--- config.mk ---
export PLATFORM = sky130hd
export DESIGN_NAME = level_advance_ctrl
export DESIGN_NICKNAME = d
export VERILOG_FILES = /design/src/rtl/level_defs_pkg.sv /design/src/rtl/level_tick_div.sv /design/src/rtl/level_advance_ctrl.sv
export SDC_FILE = /design/constraint.sdc
export NUM_CORES = 1
export LEC_CHECK = 0
export CAP_MARGIN = 20
export CORE_UTILIZATION = 47
export DETAILED_ROUTE_END_ITERATION = 7
export GPL_TIMING_DRIVEN = 0
export PLACE_DENSITY_LB_ADDON = 0.3
export REMOVE_ABC_BUFFERS = 1
export SLEW_MARGIN = 20
export SYNTH_ARGS = -nofsm -noshare
export SYNTH_HDL_FRONTEND = slang
export SYNTH_SLANG_ARGS = --single-unit
--- constraint.sdc ---
create_clock -name SC_RegNIVEL_CLOCK_50 -period 2.64 [get_ports SC_RegNIVEL_CLOCK_50]
set_clock_uncertainty 0.1 [all_clocks]
set_input_delay 0.528 -clock SC_RegNIVEL_CLOCK_50 [delete_from_list [all_inputs] [get_ports SC_RegNIVEL_CLOCK_50]]
set_output_delay 0.528 -clock SC_RegNIVEL_CLOCK_50 [all_outputs]
set_load 0.005 [all_outputs]
--- src/rtl/level_defs_pkg.sv ---
// Shared definitions for the level-advance controller: FSM encoding and default limits.
package level_defs_pkg;

    typedef enum logic [2:0] {
        ST_COUNT = 3'd0,
        ST_LOAD  = 3'd1,
        ST_WAIT  = 3'd2,
        ST_MAXED = 3'd3,
        ST_CLEAR = 3'd4
    } lvl_state_t;

    localparam int unsigned MAX_LEVEL_DEF = 3;
    localparam int unsigned TICK_BASE_DEF = 1024;

endpackage

--- src/rtl/level_tick_div.sv ---
// Speed-tick divider: one-cycle tick every (TICK_BASE >> level) clocks, restarted on level change or clear.
module level_tick_div #(
    parameter int unsigned DATAWIDTH = 2,
    parameter int unsigned TICK_BASE = 1024
) (
    input  logic                 SC_RegNIVEL_CLOCK_50,
    input  logic                 SC_RegNIVEL_RESET_InHigh,
    input  logic                 restart_i,
    input  logic [DATAWIDTH-1:0] level_i,
    output logic                 tick_o
);

    localparam int unsigned DW = $clog2(TICK_BASE + 1);

    logic [DW-1:0]        div_q, div_d;
    logic [DATAWIDTH-1:0] lvl_q;
    logic                 tick_q, tick_d;
    int unsigned          period;

    always_comb begin
        period = TICK_BASE >> level_i;
        // Deep levels can shift the period to zero; clamp so the tick stays defined.
        if (period == 0) begin
            period = 1;
        end
        tick_d = 1'b0;
        div_d  = div_q + 1'b1;
        if (restart_i || (level_i != lvl_q)) begin
            div_d = '0;
        end else if (div_q == DW'(period - 1)) begin
            div_d  = '0;
            tick_d = 1'b1;
        end
    end

    always_ff @(posedge SC_RegNIVEL_CLOCK_50 or posedge SC_RegNIVEL_RESET_InHigh) begin
        if (SC_RegNIVEL_RESET_InHigh) begin
            div_q  <= '0;
            lvl_q  <= '0;
            tick_q <= 1'b0;
        end else begin
            div_q  <= div_d;
            lvl_q  <= level_i;
            tick_q <= tick_d;
        end
    end

    assign tick_o = tick_q;

endmodule

--- src/rtl/level_advance_ctrl.sv ---
// Level-advance controller: counts score points and strobes the external level register.
// Optional speed tick enabled with macro LEVEL_SPEED_TICK_EN.
module level_advance_ctrl
    import level_defs_pkg::*;
#(
    parameter int unsigned DATAWIDTH        = 2,
    parameter int unsigned POINTS_PER_LEVEL = 8,
    parameter int unsigned MAX_LEVEL        = MAX_LEVEL_DEF,
    parameter int unsigned TICK_BASE        = TICK_BASE_DEF
) (
    input  logic                 SC_RegNIVEL_CLOCK_50,
    input  logic                 SC_RegNIVEL_RESET_InHigh,
    input  logic                 point_In,
    input  logic                 restart_InLow,
    input  logic [DATAWIDTH-1:0] level_InBUS,
    output logic                 load_OutLow,
    output logic                 clear_OutLow,
    output logic [DATAWIDTH-1:0] level_OutBUS,
    output logic                 levelup_Out,
    output logic                 tick_Out,
    output lvl_state_t           state_dbg,
    output logic [7:0]           point_cnt_dbg
);

    localparam int unsigned          CW       = $clog2(POINTS_PER_LEVEL);
    localparam logic [CW-1:0]        CNT_LAST = CW'(POINTS_PER_LEVEL - 1);
    localparam logic [DATAWIDTH-1:0] LVL_MAX  = DATAWIDTH'(MAX_LEVEL);

    lvl_state_t           state_q, state_d;
    logic [CW-1:0]        cnt_q, cnt_d;
    logic [DATAWIDTH-1:0] lvl_out_q, lvl_out_d;
    logic                 point_q;
    logic                 load_n_q, load_n_d;
    logic                 clear_n_q, clear_n_d;
    logic                 levelup_q, levelup_d;
    logic                 point_rise;

    assign point_rise = point_In & ~point_q;

    always_comb begin
        state_d   = state_q;
        cnt_d     = cnt_q;
        lvl_out_d = lvl_out_q;
        if (!restart_InLow) begin
            state_d   = ST_CLEAR;
            cnt_d     = '0;
            lvl_out_d = '0;
        end else begin
            case (state_q)
                ST_COUNT: begin
                    if (point_rise) begin
                        if (cnt_q == CNT_LAST) begin
                            cnt_d = '0;
                            if (level_InBUS < LVL_MAX) begin
                                state_d   = ST_LOAD;
                                lvl_out_d = level_InBUS + 1'b1;
                            end else begin
                                state_d = ST_MAXED;
                            end
                        end else begin
                            cnt_d = cnt_q + 1'b1;
                        end
                    end
                end
                ST_LOAD: begin
                    state_d = ST_WAIT;
                    if (point_rise && (cnt_q != CNT_LAST)) begin
                        cnt_d = cnt_q + 1'b1;
                    end
                end
                // The level register has taken the new value by now, so check it for saturation.
                ST_WAIT: begin
                    if (level_InBUS >= LVL_MAX) begin
                        state_d = ST_MAXED;
                        cnt_d   = '0;
                    end else begin
                        state_d = ST_COUNT;
                        if (point_rise && (cnt_q != CNT_LAST)) begin
                            cnt_d = cnt_q + 1'b1;
                        end
                    end
                end
                ST_MAXED: begin
                    cnt_d = '0;
                end
                ST_CLEAR: begin
                    state_d   = ST_COUNT;
                    cnt_d     = '0;
                    lvl_out_d = '0;
                end
                default: begin
                    state_d = ST_COUNT;
                    cnt_d   = '0;
                end
            endcase
        end
        load_n_d  = (state_d != ST_LOAD);
        levelup_d = (state_d == ST_LOAD);
        clear_n_d = (state_d != ST_CLEAR);
    end

    always_ff @(posedge SC_RegNIVEL_CLOCK_50 or posedge SC_RegNIVEL_RESET_InHigh) begin
        if (SC_RegNIVEL_RESET_InHigh) begin
            state_q   <= ST_COUNT;
            cnt_q     <= '0;
            lvl_out_q <= '0;
            point_q   <= 1'b0;
            load_n_q  <= 1'b1;
            clear_n_q <= 1'b1;
            levelup_q <= 1'b0;
        end else begin
            state_q   <= state_d;
            cnt_q     <= cnt_d;
            lvl_out_q <= lvl_out_d;
            point_q   <= point_In;
            load_n_q  <= load_n_d;
            clear_n_q <= clear_n_d;
            levelup_q <= levelup_d;
        end
    end

    assign load_OutLow   = load_n_q;
    assign clear_OutLow  = clear_n_q;
    assign level_OutBUS  = lvl_out_q;
    assign levelup_Out   = levelup_q;
    assign state_dbg     = state_q;
    assign point_cnt_dbg = 8'(cnt_q);

`ifdef LEVEL_SPEED_TICK_EN
    level_tick_div #(
        .DATAWIDTH (DATAWIDTH),
        .TICK_BASE (TICK_BASE)
    ) u_tick_div (
        .SC_RegNIVEL_CLOCK_50     (SC_RegNIVEL_CLOCK_50),
        .SC_RegNIVEL_RESET_InHigh (SC_RegNIVEL_RESET_InHigh),
        .restart_i                (~clear_n_q),
        .level_i                  (level_InBUS),
        .tick_o                   (tick_Out)
    );
`else
    assign tick_Out = 1'b0;
`endif

endmodule

==> results of run 1 <==
==> cell type report <==
class	count	area, µm²
Multi-Input combinational cell	52	336.6
Timing Repair Buffer	16	160.2
Sequential cell	12	302.8
Tap cell	15	18.77
Clock buffer	3	22.52
Fill cell	116	470.5
Inverter	6	22.52
==> power by group through the flow <==
stage | logic [µW] | clock network, µW | registers (µW)
after detailed placement | 33.4 | 0 | 193
after CTS | 33.8 | 109 | 190
after floorplan | 16.6 | 0 | 193
after global routing | 37.9 | 119 | 191
final | 33.7 | 105 | 190
after global placement | 32.8 | 0 | 193
==> worst min-delay path, stage by stage (launching register included) <==
cell     delay, ps
dfrtp_1        380
nand2_1         60
a21oi_1         50
==> placed cells by master, fill, tap and decap left out, types with 2 or more instances in the layout <==
master,n
inv_1,6
dfrtp_1,10
conb_1,6
nand2b_1,4
dfstp_2,2
clkbuf_4,3
nand2_1,4
clkdlybuf4s50_1,16
nand3_1,3
o22ai_1,2
nor2b_1,2
a21oi_1,4
ha_1,4
nor2_1,4
o21ai_1,4
==> registers in the layout (all words and copies together), names as in the netlist <==
name          count
load_OutLow       1
point_q           1
clear_OutLow      1
levelup_Out       1
cnt_q             3
level_OutBUS      2
state_dbg         3
==> cell usage after synthesis, types with 2 or more instances <==
cell type and count:
nor2b_1 2, o22ai_1 2, dfstp_2 2, inv_1 6, nand2_1 4, nand2b_1 4, nand3_1 3, a21oi_1 4
buf_4 6, o21ai_1 4, ha_1 4, nor2_1 4, dfrtp_1 10
==> cell families after synthesis <==
logic type | Yosys count
AOI/OAI and AO/OA | 14
adders and majority gates | 4
buffers and inverters | 13
DFF | 12
muxes | 1
other | 1
and+or+nand+nor | 27
==> through the flow <==
step | power [µW] | utilization
finish | 328.9 | 0.6473
global route | 347.9 | 0.6473
CTS | 332.4 | 0.6473
detailed placement | 226.9 | 0.6304
global placement | 226.1 | 0.6304
floorplan | 209.8 | -
==> how the worst max path moves through the flow <==
stage | start | end | slack (ps)
finish | state_dbg[1]$_DFF_PP0_ | state_dbg[1] | 620
global route | state_dbg[1]$_DFF_PP0_ | state_dbg[1] | 550
CTS | state_dbg[1]$_DFF_PP0_ | state_dbg[1] | 630
detailed placement | point_In | cnt_q[2]$_DFFE_PP0N_ | 530
global placement | point_In | cnt_q[2]$_DFFE_PP0N_ | 550
floorplan | cnt_q[0]$_DFFE_PP0N_ | cnt_q[1]$_DFFE_PP0N_ | 950
==> per-layer routing <==
layer,routed length (µm),track usage,vias up
met2,578,0.2778,33
met1,552,0.2432,249
met4,0,0.05000,0
li1,-,-,265
met3,98,0.08333,0
met5,0,0,-
==> results.py, run 1 <==
metrics = {
    "layout": {
        "nets": 101,
        "antennaDiodeCount": 0,
        "syn_to_final_growth_pct": 24.77,
        "final_cell_count_no_fill": 104,
        "drive_above_1_share": 0.1011,
        "postLayoutCellArea_um2": 863.3,
    },
    "pwr": {
        "pwr-share-seq": 0.578,
        "ir_drop_mv": 0.2801,
        "p_int_uw": 256.6,
        "swShare": 0.2199,
        "switchingPower_uw": 72.31,
        "leakage_uw": 0.0004018,
        "combPwrFrac": 0.102,
        "powerDensity_nw_per_um2": 380.9,
        "clock_power_share": 0.319,
    },
    "min_path": {
        "worstHoldStart": "level_OutBUS[0]$_DFFE_PP0P_",
        "holdCritPathClass": "reg -> reg",
        "min_to": "level_OutBUS[0]$_DFFE_PP0P_",
        "min_delay_path_depth": 2,
    },
    "critical_path": {
        "crit_cells": 1,
        "setup.worst_path.class": "reg -> out",
        "cp-end-kind": "output pin",
        "rr_worst_depth": 6,
        "crit_required_ps": 2010,
        "path_cells": "clkdlybuf4s50_1",
        "start_kind": "flop",
        "r2r-end": "cnt_q[2]$_DFFE_PP0N_",
        "rr_startpoint": "cnt_q[0]$_DFFE_PP0N_",
        "r2r_slack_ps": 710,
        "max_stage_delay_ps": 570,
        "slowest_stage": "clkdlybuf4s50_1",
        "crit_fanout": 10,
        "crit_family": "buffers and inverters",
        "path_buf_inv": 1,
        "worstPathArrival_ps": 1390,
    },
    "clock_network": {
        "cts_resized": 0,
        "clkSinkCount": 12,
        "cts_tree": "built",
        "h-tree-depth": 1,
        "clk_root_buffer_cell": "clkbuf_4",
        "ctsHoldBuffers": 0,
        "insertion_delay_ps": 260,
        "cts_made_buffers": 3,
        "postCtsSetupBuffers": 0,
        "clk_pin_slew_ps": 70,
        "clock_path_buffers": 2,
    },
    "sta": {
        "setup_slack_ps": 624.5,
        "drv_slew": 0,
        "finalHoldViolations": 0,
        "post-route-period-util": 0.7634,
        "setup_violations": 0,
        "hold_slack_ps": 433.1,
        "fmax_ghz": 0.4962,
        "rsz0062_at_grt": "false",
        "min_period_ps": 2015,
        "tns_ps": 0,
    },
    "placement": {
        "io_buffer_count": 16,
        "place_ws_ps": 529.0,
        "place_congestion": 0.8023,
        "placed_cells": 101,
        "dp_hpwl_um": 890.1,
        "dpl-instance-area_um2": 840.8,
    },
    "yosys": {
        "ys_ff_latch": 12,
        "ys_types": 30,
        "synthSimpleGateAreaFrac": 0.2423,
        "yosysTopAreaCell": "dfrtp_1",
        "synth_top_cell_area_share": 0.3617,
        "postSynthAreaPerCell_um2": 9.610,
        "async_flop_share": 1.000,
        "synth_edf_count": 0,
        "synthAdderAreaFrac": 0.07233,
        "synth_xor_area_frac": 0,
        "synthFlopType": "dfrtp_1",
        "netlist_area_um2": 691.9,
        "synth-compound-area-share": 0.1248,
        "synth_top_family_by_area": "simple AND/OR/NAND/NOR gates",
        "yosys_warnings": 0,
        "synthMuxAreaShare": 0.01447,
        "ys_seq_area_frac": 0.4376,
        "synth_cells": 72,
        "yosys-top-cells-area": "dfrtp_1 36%, dfstp_2 7.6%, ha_1 7.2%, buf_4 6.5%, nand2b_1 3.6%",
    },
    "die": {
        "die-area_um2": 1630,
        "core_area_um2": 1334,
        "start_util": 0.5188,
        "pin_count": 23,
        "die_h_um": 40.37,
        "rows": 13,
        "fp.dieW_um": 40.37,
    },
    "routing": {
        "ant_nets": 0,
        "wire_per_inst_um": 11.81,
        "detail_route.drc_violations": 0,
        "routed_wl_um": 1228,
        "drtIter0Drc": 13,
        "viasPerCell": 5.260,
        "first_pass_iters": 4,
        "vias": 547,
    },
    "grt": {
        "grt_pass1_vias": 464,
        "grtUsageTotal": 0.1866,
        "grt_overflow": 0,
        "antenna_found_initial": 0,
        "grt_max_degree": 13,
        "grt_pass1_wl_um": 1973,
    },
    "flow_run": {
        "max_cap_violations": 0,
    },
    "run_status": {
        "status": "completed",
    },
}
Note: power is estimated with default switching activity, not from simulation.
==> run 2, diff against run 1 <==
--- a/config.mk
+++ b/config.mk
@@ -6,7 +6,7 @@
 export NUM_CORES = 1
 export LEC_CHECK = 0
 export CAP_MARGIN = 20
-export CORE_UTILIZATION = 47
+export CORE_UTILIZATION = 39
 export DETAILED_ROUTE_END_ITERATION = 7
 export GPL_TIMING_DRIVEN = 0
 export PLACE_DENSITY_LB_ADDON = 0.3
==> constraint.sdc (replaced) <==
create_clock -name SC_RegNIVEL_CLOCK_50 -period 1.8 [get_ports SC_RegNIVEL_CLOCK_50]
set_clock_uncertainty 0.1 [all_clocks]
set_input_delay 0.36 -clock SC_RegNIVEL_CLOCK_50 [delete_from_list [all_inputs] [get_ports SC_RegNIVEL_CLOCK_50]]
set_output_delay 0.36 -clock SC_RegNIVEL_CLOCK_50 [all_outputs]
set_load 0.005 [all_outputs]
==> run 2 against run 1 <==
  * The run now ends with design-rule violations left
  * Critical path depth unchanged
  * Count of clock-buffer cells in the layout increased by 1
  * Via count decreased by 0.18%
  * Sequential power increased by 47%
  * Core utilization decreased by 7.3 points
  * Global-route usage decreased by 2.7 points
==> results.py, run 2 (synthesis gave the netlist of run 1 again) <==
metrics = {
    "critical_path": {
        "worstPathArrival_ps": 1280,
        "crit_required_ps": 1340,
        "slowest_stage": "dfstp_2",
        "rr_startpoint": "cnt_q[0]$_DFFE_PP0N_",
        "path_cells": "clkdlybuf4s50_1",
        "start_kind": "flop",
        "max_stage_delay_ps": 520,
        "worstSetupStartpoint": "clear_OutLow$_DFF_PP1_",
        "cp-end-kind": "output pin",
        "crit_family": "flip-flops",
        "crit_fanout": 1,
        "path_buf_inv": 1,
        "setup.worst_path.class": "reg -> out",
    },
    "layout": {
        "syn_to_final_growth_pct": 30.92,
        "nFillCells": 145,
        "layout_common_cells": "16 x clkdlybuf4s50_1, 8 x dfrtp_1, 6 x inv_1, 6 x conb_1",
        "final_common_cell": "clkdlybuf4s50_1",
        "nets": 103,
        "drive_above_1_share": 0.1848,
        "antennaDiodeCount": 0,
    },
    "grt": {
        "antenna_found_initial": 0,
        "grt_max_degree": 13,
        "grt_pass1_wl_um": 2221,
        "grtUsageTotal": 0.1596,
        "grt_pass1_vias": 502,
        "grt_overflow": 0,
    },
    "die": {
        "rows": 14,
        "core_area_um2": 1577,
        "start_util": 0.4389,
        "die_h_um": 44.12,
        "die-area_um2": 1947,
        "fp.dieW_um": 44.12,
        "pin_count": 23,
    },
    "sta": {
        "setup_slack_ps": 60.51,
        "rsz0062_at_grt": "false",
        "post-route-period-util": 0.9664,
        "min_period_ps": 1739,
        "finalHoldViolations": 0,
        "hold_slack_ps": 295.5,
        "setup_violations": 0,
        "drv_slew": 0,
        "fmax_ghz": 0.5749,
    },
    "placement": {
        "dp_hpwl_um": 979.9,
        "place_congestion": 0.7415,
        "place_ws_ps": -75.94,
        "io_buffer_count": 16,
    },
    "routing": {
        "wire_per_inst_um": 12.10,
        "routed_wl_um": 1307,
        "detail_route.drc_violations": 2,
        "viasPerCell": 5.056,
        "first_pass_iters": 6,
        "drtIter0Drc": 18,
        "vias": 546,
        "ant_nets": 0,
    },
    "clock_network": {
        "cts_made_buffers": 3,
        "clkSinkCount": 12,
        "clk_pin_slew_ps": 80,
        "clock_path_buffers": 2,
        "ctsHoldBuffers": 0,
        "h-tree-depth": 1,
        "cts_tree": "built",
        "insertion_delay_ps": 270,
        "clk_root_buffer_cell": "clkbuf_4",
    },
    "pwr": {
        "power_uw": 543.6,
        "leakage_uw": 0.0004129,
        "ir_drop_mv": 0.5303,
        "powerDensity_nw_per_um2": 600.1,
    },
    "min_path": {
        "holdCritPathClass": "in -> async",
    },
    "flow_run": {
        "max_cap_violations": 0,
    },
    "run_status": {
        "violations": "design-rule violations",
        "status": "finished with violations",
    },
}
## run 2: cell count changes in the layout (fill, tap and decap cells not counted), sizes merged
cell,delta
clkbuf,+1
buf,+2
## run 2: area by class of cell
type                            instances  area, µm²  share of cell area
Clock buffer                            4      36.28             0.04006
Tap cell                               16      20.02             0.02210
Multi-Input combinational cell         52      346.6              0.3826
Timing Repair Buffer                   18      175.2              0.1934
Sequential cell                        12      305.3              0.3370
Inverter                                6      22.52             0.02486
## run 2: path summary, 6_finish.rpt
check / end / slack (ps) / cells past startpoint
min: state_dbg[2]$_DFF_PP0_ / 300 / 2
max: clear_OutLow / 60 / 1
max reg2reg: cnt_q[1]$_DFFE_PP0N_ / 80 / 6
min in group SC_RegNIVEL_CLOCK_50: level_OutBUS[0]$_DFFE_PP0P_ / 420 / 2
min reg2reg: level_OutBUS[0]$_DFFE_PP0P_ / 420 / 2
max in group asynchronous: clear_OutLow$_DFF_PP1_ / 960 / 2
## run 2: where the power goes
part           internal [µW]  switching, µW  leakage, µW
Clock                    123           91.0    0.0000210
Sequential               275           4.07     0.000153
Combinational           25.4           25.8     0.000239
## run 2: metrics by stage
| stage | util | area, µm² | cells | TNS (ps) |
|---|---|---|---|---|
| final | 0.5746 | 905.9 | 108 | 0 |
| after global routing | 0.5746 | 905.9 | 108 | 0 |
| after CTS | 0.5635 | 888.4 | 106 | 0 |
| after detailed placement | 0.5341 | 842.1 | 102 | -169.1 |
| after global placement | 0.5341 | 842.1 | 102 | -177.0 |
| after floorplan | - | 661.9 | 70 | 0 |
## run 2: metal layers
metal	GRT usage	part of all wire	vias to the layer above
met5	0	0	-
met4	0.01818	0	0
met3	0.08163	0.049	0
met2	0.2412	0.48	14
met1	0.2119	0.47	261
li1	-	-	271
## run 2: timing repair
item | CTS | global route
setup buffers | 0 | 2
gates resized for setup | 4 | 1
endpoints found under the setup margin | 5 | 6
